File: src/rtl/button_press_counter.sv
// Purpose: synchronize and debounce a raw push-button level, count accepted presses on a wrapping LED register.
// Latency: press/leds update DB_CYCLES+2 edges after the first edge that samples btn_in=1 (2-flop sync plus debounce).
// Backpressure: none; press is a fire-and-forget one-cycle pulse, and clr is a synchronous clear of leds only.
module button_press_counter #(
    parameter int DB_CYCLES = 1_000_000,
    parameter int DB_W      = 20,
    parameter int LED_W     = 8
) (
    input  logic             clk,
    input  logic             rst,
    input  logic             btn_in,
    input  logic             clr,
    output logic             press,
    output logic             pressed,
    output logic [LED_W-1:0] leds
);

    typedef enum logic [1:0] {
        IDLE         = 2'd0,
        PRESS_WAIT   = 2'd1,
        PRESSED      = 2'd2,
        RELEASE_WAIT = 2'd3
    } state_t;

    localparam logic [DB_W-1:0] CNT_LAST = DB_W'(DB_CYCLES - 1);

    logic            s1;
    logic            btn_s;
    state_t          state;
    state_t          state_nxt;
    logic [DB_W-1:0] cnt;
    logic [DB_W-1:0] cnt_nxt;
    logic            press_nxt;
    logic            pressed_nxt;
    logic            inc;

    // btn_in is asynchronous; only btn_s may be used past this point
    always_ff @(posedge clk or posedge rst) begin
        if (rst) begin
            s1    <= 1'b0;
            btn_s <= 1'b0;
        end else begin
            s1    <= btn_in;
            btn_s <= s1;
        end
    end

    always_ff @(posedge clk or posedge rst) begin
        if (rst) begin
            state   <= IDLE;
            cnt     <= '0;
            press   <= 1'b0;
            pressed <= 1'b0;
        end else begin
            state   <= state_nxt;
            cnt     <= cnt_nxt;
            press   <= press_nxt;
            pressed <= pressed_nxt;
        end
    end

    always_comb begin
        state_nxt = state;
        cnt_nxt   = cnt;
        press_nxt = 1'b0;
        inc       = 1'b0;
        case (state)
            IDLE: begin
                if (btn_s) begin
                    state_nxt = PRESS_WAIT;
                    cnt_nxt   = '0;
                end
            end
            PRESS_WAIT: begin
                if (!btn_s) begin
                    state_nxt = IDLE;
                    cnt_nxt   = '0;
                end else if (cnt == CNT_LAST) begin
                    state_nxt = PRESSED;
                    press_nxt = 1'b1;
                    inc       = 1'b1;
                end else begin
                    cnt_nxt = cnt + DB_W'(1);
                end
            end
            PRESSED: begin
                if (!btn_s) begin
                    state_nxt = RELEASE_WAIT;
                    cnt_nxt   = '0;
                end
            end
            RELEASE_WAIT: begin
                // a bounce back high returns to PRESSED without a new pulse
                if (btn_s) begin
                    state_nxt = PRESSED;
                    cnt_nxt   = '0;
                end else if (cnt == CNT_LAST) begin
                    state_nxt = IDLE;
                end else begin
                    cnt_nxt = cnt + DB_W'(1);
                end
            end
            default: begin
                state_nxt = IDLE;
                cnt_nxt   = '0;
            end
        endcase
        pressed_nxt = (state_nxt == PRESSED) || (state_nxt == RELEASE_WAIT);
    end

    // clr wins over a same-edge increment; the counter wraps silently
    always_ff @(posedge clk or posedge rst) begin
        if (rst) begin
            leds <= '0;
        end else if (clr) begin
            leds <= '0;
        end else if (inc) begin
            leds <= leds + LED_W'(1);
        end
    end

endmodule

File: config.mk
export PLATFORM = sky130hd
export DESIGN_NAME = button_press_counter
export DESIGN_NICKNAME = d
export VERILOG_FILES = /design/src/rtl/button_press_counter.sv
export SDC_FILE = /design/constraint.sdc
export NUM_CORES = 1
export LEC_CHECK = 0
export BUFFER_PORTS_ARGS = -buffer_cell sky130_fd_sc_hd__buf_2
export CORE_ASPECT_RATIO = 1.1
export CORE_UTILIZATION = 27
export DETAILED_ROUTE_END_ITERATION = 10
export HOLD_SLACK_MARGIN = 0.05
export SLEW_MARGIN = 30
export SYNTH_ARGS = -nofsm -noshare
export SYNTH_HDL_FRONTEND = slang
export SYNTH_SLANG_ARGS = --single-unit
export TNS_END_PERCENT = 5
File: constraint.sdc
create_clock -name clk -period 2.23 [get_ports clk]
set_input_delay 0.3345 -clock clk [delete_from_list [all_inputs] [get_ports clk]]
set_output_delay 0.3345 -clock clk [all_outputs]
set_load 0.01 [all_outputs]
==> impl_metrics.env, run 1 <==
export IMPL_status="completed"
export IMPL_fp_dieArea_sq_mm=0.00763
export IMPL_cts_buffers=5
export IMPL_hp_class="input pin to async pin"
export IMPL_dp_hpwl_microns=3260
export IMPL_crit_family="simple AND/OR/NAND/NOR gates"
export IMPL_cts_reportedPaths_clkPinSlew_ns=0.07
export IMPL_crit_slowest_cell="or4_1"
export IMPL_maxCapViolations=0
export IMPL_grt_overflow_total=0
export IMPL_via_count=1701
export IMPL_postCtsSetupBuffers=0
export IMPL_fin_nets=227
export IMPL_cp_cell_sequence="ha_1 > nand4_1 > or4_4 > or4_1 > a21oi_1"
export IMPL_ctsHoldBuffers=0
export IMPL_async_flop_share_pct=100
export IMPL_path_class="flip-flop to flip-flop"
export IMPL_row_count=32
export IMPL_final_common_cell="dfrtp_1"
export IMPL_comb_power_share_pct=5.9
export IMPL_grt_max_degree=35
export IMPL_finalClockSkew_ns=0.0108
export IMPL_drtPass1Iterations=6
export IMPL_antenna_found_initial=0
export IMPL_mostFrequentLayoutCells="dfrtp_1, nand2_1, buf_2, a21oi_1"
export IMPL_clk_insertion_delay_late_ns=0.29
export IMPL_power_frac_clock_pct=40.4
export IMPL_synth_warnings=0
export IMPL_first_global_vias=1648
export IMPL_clock_fmax_mhz=518
export IMPL_die_width_microns=83.4
export IMPL_coreArea_sq_mm=0.00705
export IMPL_setup_tns_ns=0
export IMPL_crit_path_end_kind="flip-flop"
export IMPL_pin_count=14
export IMPL_synthToLayoutAreaGrowth_pct=15.3
export IMPL_wl_microns=4650
export IMPL_critical_path_max_stage_delay_ns=0.47
export IMPL_antenna_cells=0
export IMPL_grt_util_all_layers_pct=13.3
export IMPL_path_max_fanout=8
export IMPL_vdd_drop_max_v=0.000213
export IMPL_finalHoldViolations=0
export IMPL_synth_seq_cells=34
export IMPL_setup_viol=0
export IMPL_cts_tree="built"
export IMPL_place_congestion=0.794
export IMPL_cp_num_buf_inv=0
export IMPL_die_h_microns=91.5
export IMPL_p_total_uw=1170
export IMPL_drc_errors=0
export IMPL_pwr_share_seq_pct=53.7
export IMPL_synth_top_area_share_pct=43.3
export IMPL_cts_sinks=34
export IMPL_seq_area_frac_synth_pct=43.3
export IMPL_switching_power_uw=279
export IMPL_yosys_most_used_dff="dfrtp_1"
export IMPL_synth_top_area_cell="dfrtp_1"
export IMPL_switching_share_pct=23.9
export IMPL_fin_crit_ns=1.93
export IMPL_grt_first_pass_wirelength_microns=8100
export IMPL_synth_cell_types=47
export IMPL_finalCritPeriodShare_pct=86.5
export IMPL_root_buffer="clkbuf_8"
export IMPL_powerDensity_mw_per_mm2=516
export IMPL_post_drt_wl_per_cell_microns=15.2
export IMPL_drv_slew=0
export IMPL_leakagePower_uw=0.000947
export IMPL_ant_nets=0
export IMPL_intPower_uw=891
export IMPL_portBuffers=13
export IMPL_syn_inst=202
export IMPL_synth_avg_cell_area_sq_um=9.73
export IMPL_worstSetupStartpointType="flip-flop"
export IMPL_slew_headroom_pct=62.6
export IMPL_drive_gt1_share_pct=16.7
export IMPL_synth_edf_count=0
export IMPL_worst_pin_slew_ns=0.559
export IMPL_fill_cells=733
export IMPL_required_ns=2.44
export IMPL_drt_first_iter_violations=50
export IMPL_max_clock_path_buffers=2
export IMPL_synth_area_leaders="dfrtp_1, and4_1, mux2_1"
export IMPL_viasPerCell=5.54
export IMPL_initial_core_util_pct=27.9
export IMPL_syn_nets=208
export IMPL_synth_area_sq_mm=0.00197
export IMPL_rsz0062_at_grt="false"
export IMPL_critical_path_arrival_ns=2.14
export IMPL_cts_resized=0
export IMPL_htree_num_levels=2
[stage by stage]
stage | instances | setup slack [ns] | cell area [sq um] | util (%) | hold WS [ns]
3_5_place_dp | 299 | 0.313 | 2170 | 30.8 | 0.348
6_report | 307 | 0.300 | 2270 | 32.2 | 0.136
5_1_grt | 307 | 0.131 | 2270 | 32.2 | 0.140
3_3_place_gp | 299 | 0.334 | 2170 | 30.8 | 0.339
2_1_floorplan | 202 | 0.418 | 1970 | - | 0.331
4_1_cts | 307 | 0.293 | 2260 | 32.1 | 0.141
[sequential cells by signal (all words and copies together) (netlist names)]
signal   cells
press        1
pressed      1
leds         8
btn_s        1
s1           1
cnt         20
state        2
[tightest hold or removal path, cell delays in order]
cell   delay [ns]
buf_2        0.09
inv_1        0.04
buf_4        0.39
[power groups by stage]
stage | registers [uW] | logic, uW | clock network, uW
floorplan | 639 | 46.5 | 0
global placement | 640 | 68.5 | 0
detailed placement | 641 | 69.3 | 0
CTS | 629 | 69.8 | 492
global route | 629 | 78.0 | 521
finish | 629 | 69.1 | 473
[synthesized netlist by cell type (all sizes together), types with 4 or more instances]
cell type,instances
a21oi,12
and2,4
and4,9
clkbuf,9
dfrtp,34
mux2,6
nand2,17
nand3,10
nand4,11
nor2,7
nor2b,5
nor3,5
o21ai,7
o22ai,4
o31ai,6
or3,4
or4,9
[final timing paths]
check                      slack, ns    from  cells past startpoint       to
hold / removal                  0.14     rst                      3  pressed
hold reg to reg                 0.36      s1                      0    btn_s
min in group clk                0.15  btn_in                      1       s1
setup / recovery                0.30  cnt[0]                      5  leds[7]
setup reg to reg                0.30  cnt[0]                      5  leds[7]
max in group asynchronous       1.77     rst                      3   cnt[3]
[routing by layer]
layer | GRT usage [%] | up-vias | wire (microns)
met1 | 16.2 | 827 | 2110
met3 | 3.00 | 10 | 174
met4 | 5.75 | 0 | 89
met5 | 0 | - | 0
li1 | - | 823 | -
met2 | 22.3 | 41 | 2280
[final cells by class]
class                           count  area (sq um)  area share [%]
Clock buffer                        7          86.3            3.81
Clock inverter                      1          5.00           0.221
Inverter                            3          11.3           0.497
Tap cell                           85           106            4.69
Multi-Input combinational cell    154          1070            47.1
Sequential cell                    34           851            37.5
Timing Repair Buffer               23           140            6.18
[logic make-up (layout without fill, tap and decap cells)]
logic type                 count (synthesis)  count (layout)  share of synthesized area [%]
DFF                                       34              34                           43.3
AOI/OAI and AO/OA                         43              43                           14.3
and+or+nand+nor                           95              95                           30.8
muxes                                      9               9                           4.96
buffers and inverters                     14              34                           2.80
adders and majority gates                  2               2                           1.27
xor gates and xnor gates                   5               5                           2.61
(Power assumes the default switching activity.)
==> run 2: changes to the inputs <==
CORE_MARGIN = 2   (was unset)
CORE_UTILIZATION = 59   (was 27)
PLACE_DENSITY = 0.78   (was unset)
==> run 2 against run 1 <==
Compared with the run above:
- combinational power hardly changed
- routed wire length is 7.6% lower
- cell area is 6.0% lower
- largest power group unchanged
- critical path type unchanged
==> impl_metrics.env, run 2 (synthesized netlist as in run 1, its figures left out) <==
export IMPL_fin_crit_ns=2.04
export IMPL_hp_class="input pin to async pin"
export IMPL_antenna_cells=0
export IMPL_post_drt_wl_per_cell_microns=17.2
export IMPL_die_h_microns=64.5
export IMPL_switching_share_pct=24.7
export IMPL_antenna_found_initial=0
export IMPL_setup_viol=0
export IMPL_largest_register_ff_count=20
export IMPL_largest_register="cnt"
export IMPL_critical_path_max_stage_delay_ns=0.49
export IMPL_fin_nets=221
export IMPL_dp_hpwl_microns=3070
export IMPL_power_frac_clock_pct=33.9
export IMPL_crit_slowest_cell="nor4_1"
export IMPL_status="completed"
export IMPL_highest_layer="met4"
export IMPL_drc_errors=0
export IMPL_critical_path_arrival_ns=2.27
export IMPL_finalCritPeriodShare_pct=91.3
export IMPL_setup_tns_ns=0
export IMPL_grt_first_pass_wirelength_microns=7310
export IMPL_drv_slew=0
export IMPL_cp_cell_sequence="ha_1 > nand2_1 > nor4_1 > mux2_1"
export IMPL_grt_overflow_total=0
export IMPL_postCtsSetupBuffers=0
export IMPL_clock_fmax_mhz=491
export IMPL_required_ns=2.46
export IMPL_worstSetupStartpointType="flip-flop"
export IMPL_cts_sinks=34
export IMPL_fill_cells=224
export IMPL_wl_met2_microns=2100
export IMPL_reg_top3="cnt (20), leds (8), state (2)"
export IMPL_first_global_vias=1616
export IMPL_fp_dieArea_sq_mm=0.00381
export IMPL_cts_buffers=5
export IMPL_maxCapViolations=0
export IMPL_drt_first_iter_violations=122
export IMPL_portBuffers=13
export IMPL_coreArea_sq_mm=0.00310
export IMPL_mostFrequentLayoutCells="dfrtp_1, nand2_1, buf_2, a21oi_1"
export IMPL_vdd_drop_max_v=0.000330
export IMPL_pin_count=14
export IMPL_crit_family="simple AND/OR/NAND/NOR gates"
export IMPL_finalClockSkew_ns=0.00496
export IMPL_path_max_fanout=15
export IMPL_max_clock_path_buffers=2
export IMPL_intPower_uw=795
export IMPL_ant_nets=0
export IMPL_synthToLayoutAreaGrowth_pct=8.47
export IMPL_finalHoldViolations=0
export IMPL_initial_core_util_pct=63.4
export IMPL_final_common_cell="dfrtp_1"
export IMPL_viasPerCell=6.79
export IMPL_grt_util_all_layers_pct=25.0
export IMPL_die_width_microns=59.0
export IMPL_powerDensity_mw_per_mm2=495
export IMPL_cts_resized=0
export IMPL_rsz0062_at_grt="false"
export IMPL_route_met3_wl_microns=254
export IMPL_ff_latch_area_sq_um=851
export IMPL_grt_max_degree=20
export IMPL_pwr_share_seq_pct=59.5
export IMPL_multi_input_area_sq_mm=0.00106
export IMPL_row_count=21
export IMPL_wl_met1_microns=1860
export IMPL_wl_microns=4300
export IMPL_ctsHoldBuffers=0
export IMPL_switching_power_uw=260
export IMPL_via_count=1698
export IMPL_drtPass1Iterations=5
export IMPL_place_congestion=0.853
export IMPL_p_total_uw=1060
export IMPL_path_class="flip-flop to flip-flop"
export IMPL_fin_util_pct=68.8
export IMPL_finalHoldWorstSlack_ns=0.0469
export IMPL_root_buffer="clkbuf_4"
export IMPL_cts_reportedPaths_clkPinSlew_ns=0.10
export IMPL_clk_insertion_delay_late_ns=0.34
export IMPL_crit_path_end_kind="flip-flop"
export IMPL_slew_headroom_pct=37.7
export IMPL_drive_gt1_share_pct=13.9
export IMPL_cts_tree="built"
export IMPL_cp_num_buf_inv=0
export IMPL_worst_pin_slew_ns=0.928
export IMPL_comb_power_share_pct=6.5
export IMPL_htree_num_levels=2
export IMPL_leakagePower_uw=0.000905
==> run 2: changes by cell type in the layout (fill, tap and decap cells not counted) <==
cell / change
buf_4: -7
clkbuf_4: +5
clkbuf_8: -5
buf_12: +1
xnor2_1: +1
xnor2_2: -1
==> run 2: final timing paths <==
kind / start / endpoint / slack (ns) / depth (start not counted)
max: cnt[0] / leds[3] / 0.19 / 4
min: rst / leds[5] / 0.05 / 2
max reg2reg: cnt[0] / leds[3] / 0.19 / 4
min reg2reg: s1 / btn_s / 0.37 / 0
max in group asynchronous: rst / cnt[17] / 1.66 / 3
min in group clk: btn_in / s1 / 0.09 / 1
==> run 2: worst register-to-register path, stage by stage (launching register included) <==
cell	delay (ns)
dfrtp_1	0.40
ha_1	0.31
nand2_1	0.38
nor4_1	0.49
mux2_1	0.36
==> run 2: layout make-up <==
cell class	count	area share [%]
multi-input combinational	154	49.7
sequential	34	39.9
timing repair buffer	17	5.05
clock buffer	7	2.58
tap	34	2.00
inverter	3	0.528
clock inverter	1	0.235
==> run 2: power by group through the flow <==
stage	clock [uW]	combinational [uW]	sequential, uW
6_report	358	69.0	628
2_1_floorplan	0	46.5	639
3_5_place_dp	0	69.0	641
5_1_grt	390	77.0	630
4_1_cts	366	69.4	628
3_3_place_gp	0	67.1	640
==> run 2: metrics by stage <==
stage / area (sq um) / std cells / worst slack (ns)
2_1_floorplan: 1970 / 202 / 0.418
3_3_place_gp: 2070 / 242 / 0.219
3_5_place_dp: 2070 / 242 / 0.212
4_1_cts: 2130 / 250 / 0.196
5_1_grt: 2130 / 250 / 0.0448
6_report: 2130 / 250 / 0.193
==> run 2: routing by layer <==
metal  track usage, %  vias to the layer above
li1                 -                      815
met1             32.2                      812
met2             41.0                       61
met3             4.39                       10
met4             10.5                        0
met5                0                        -
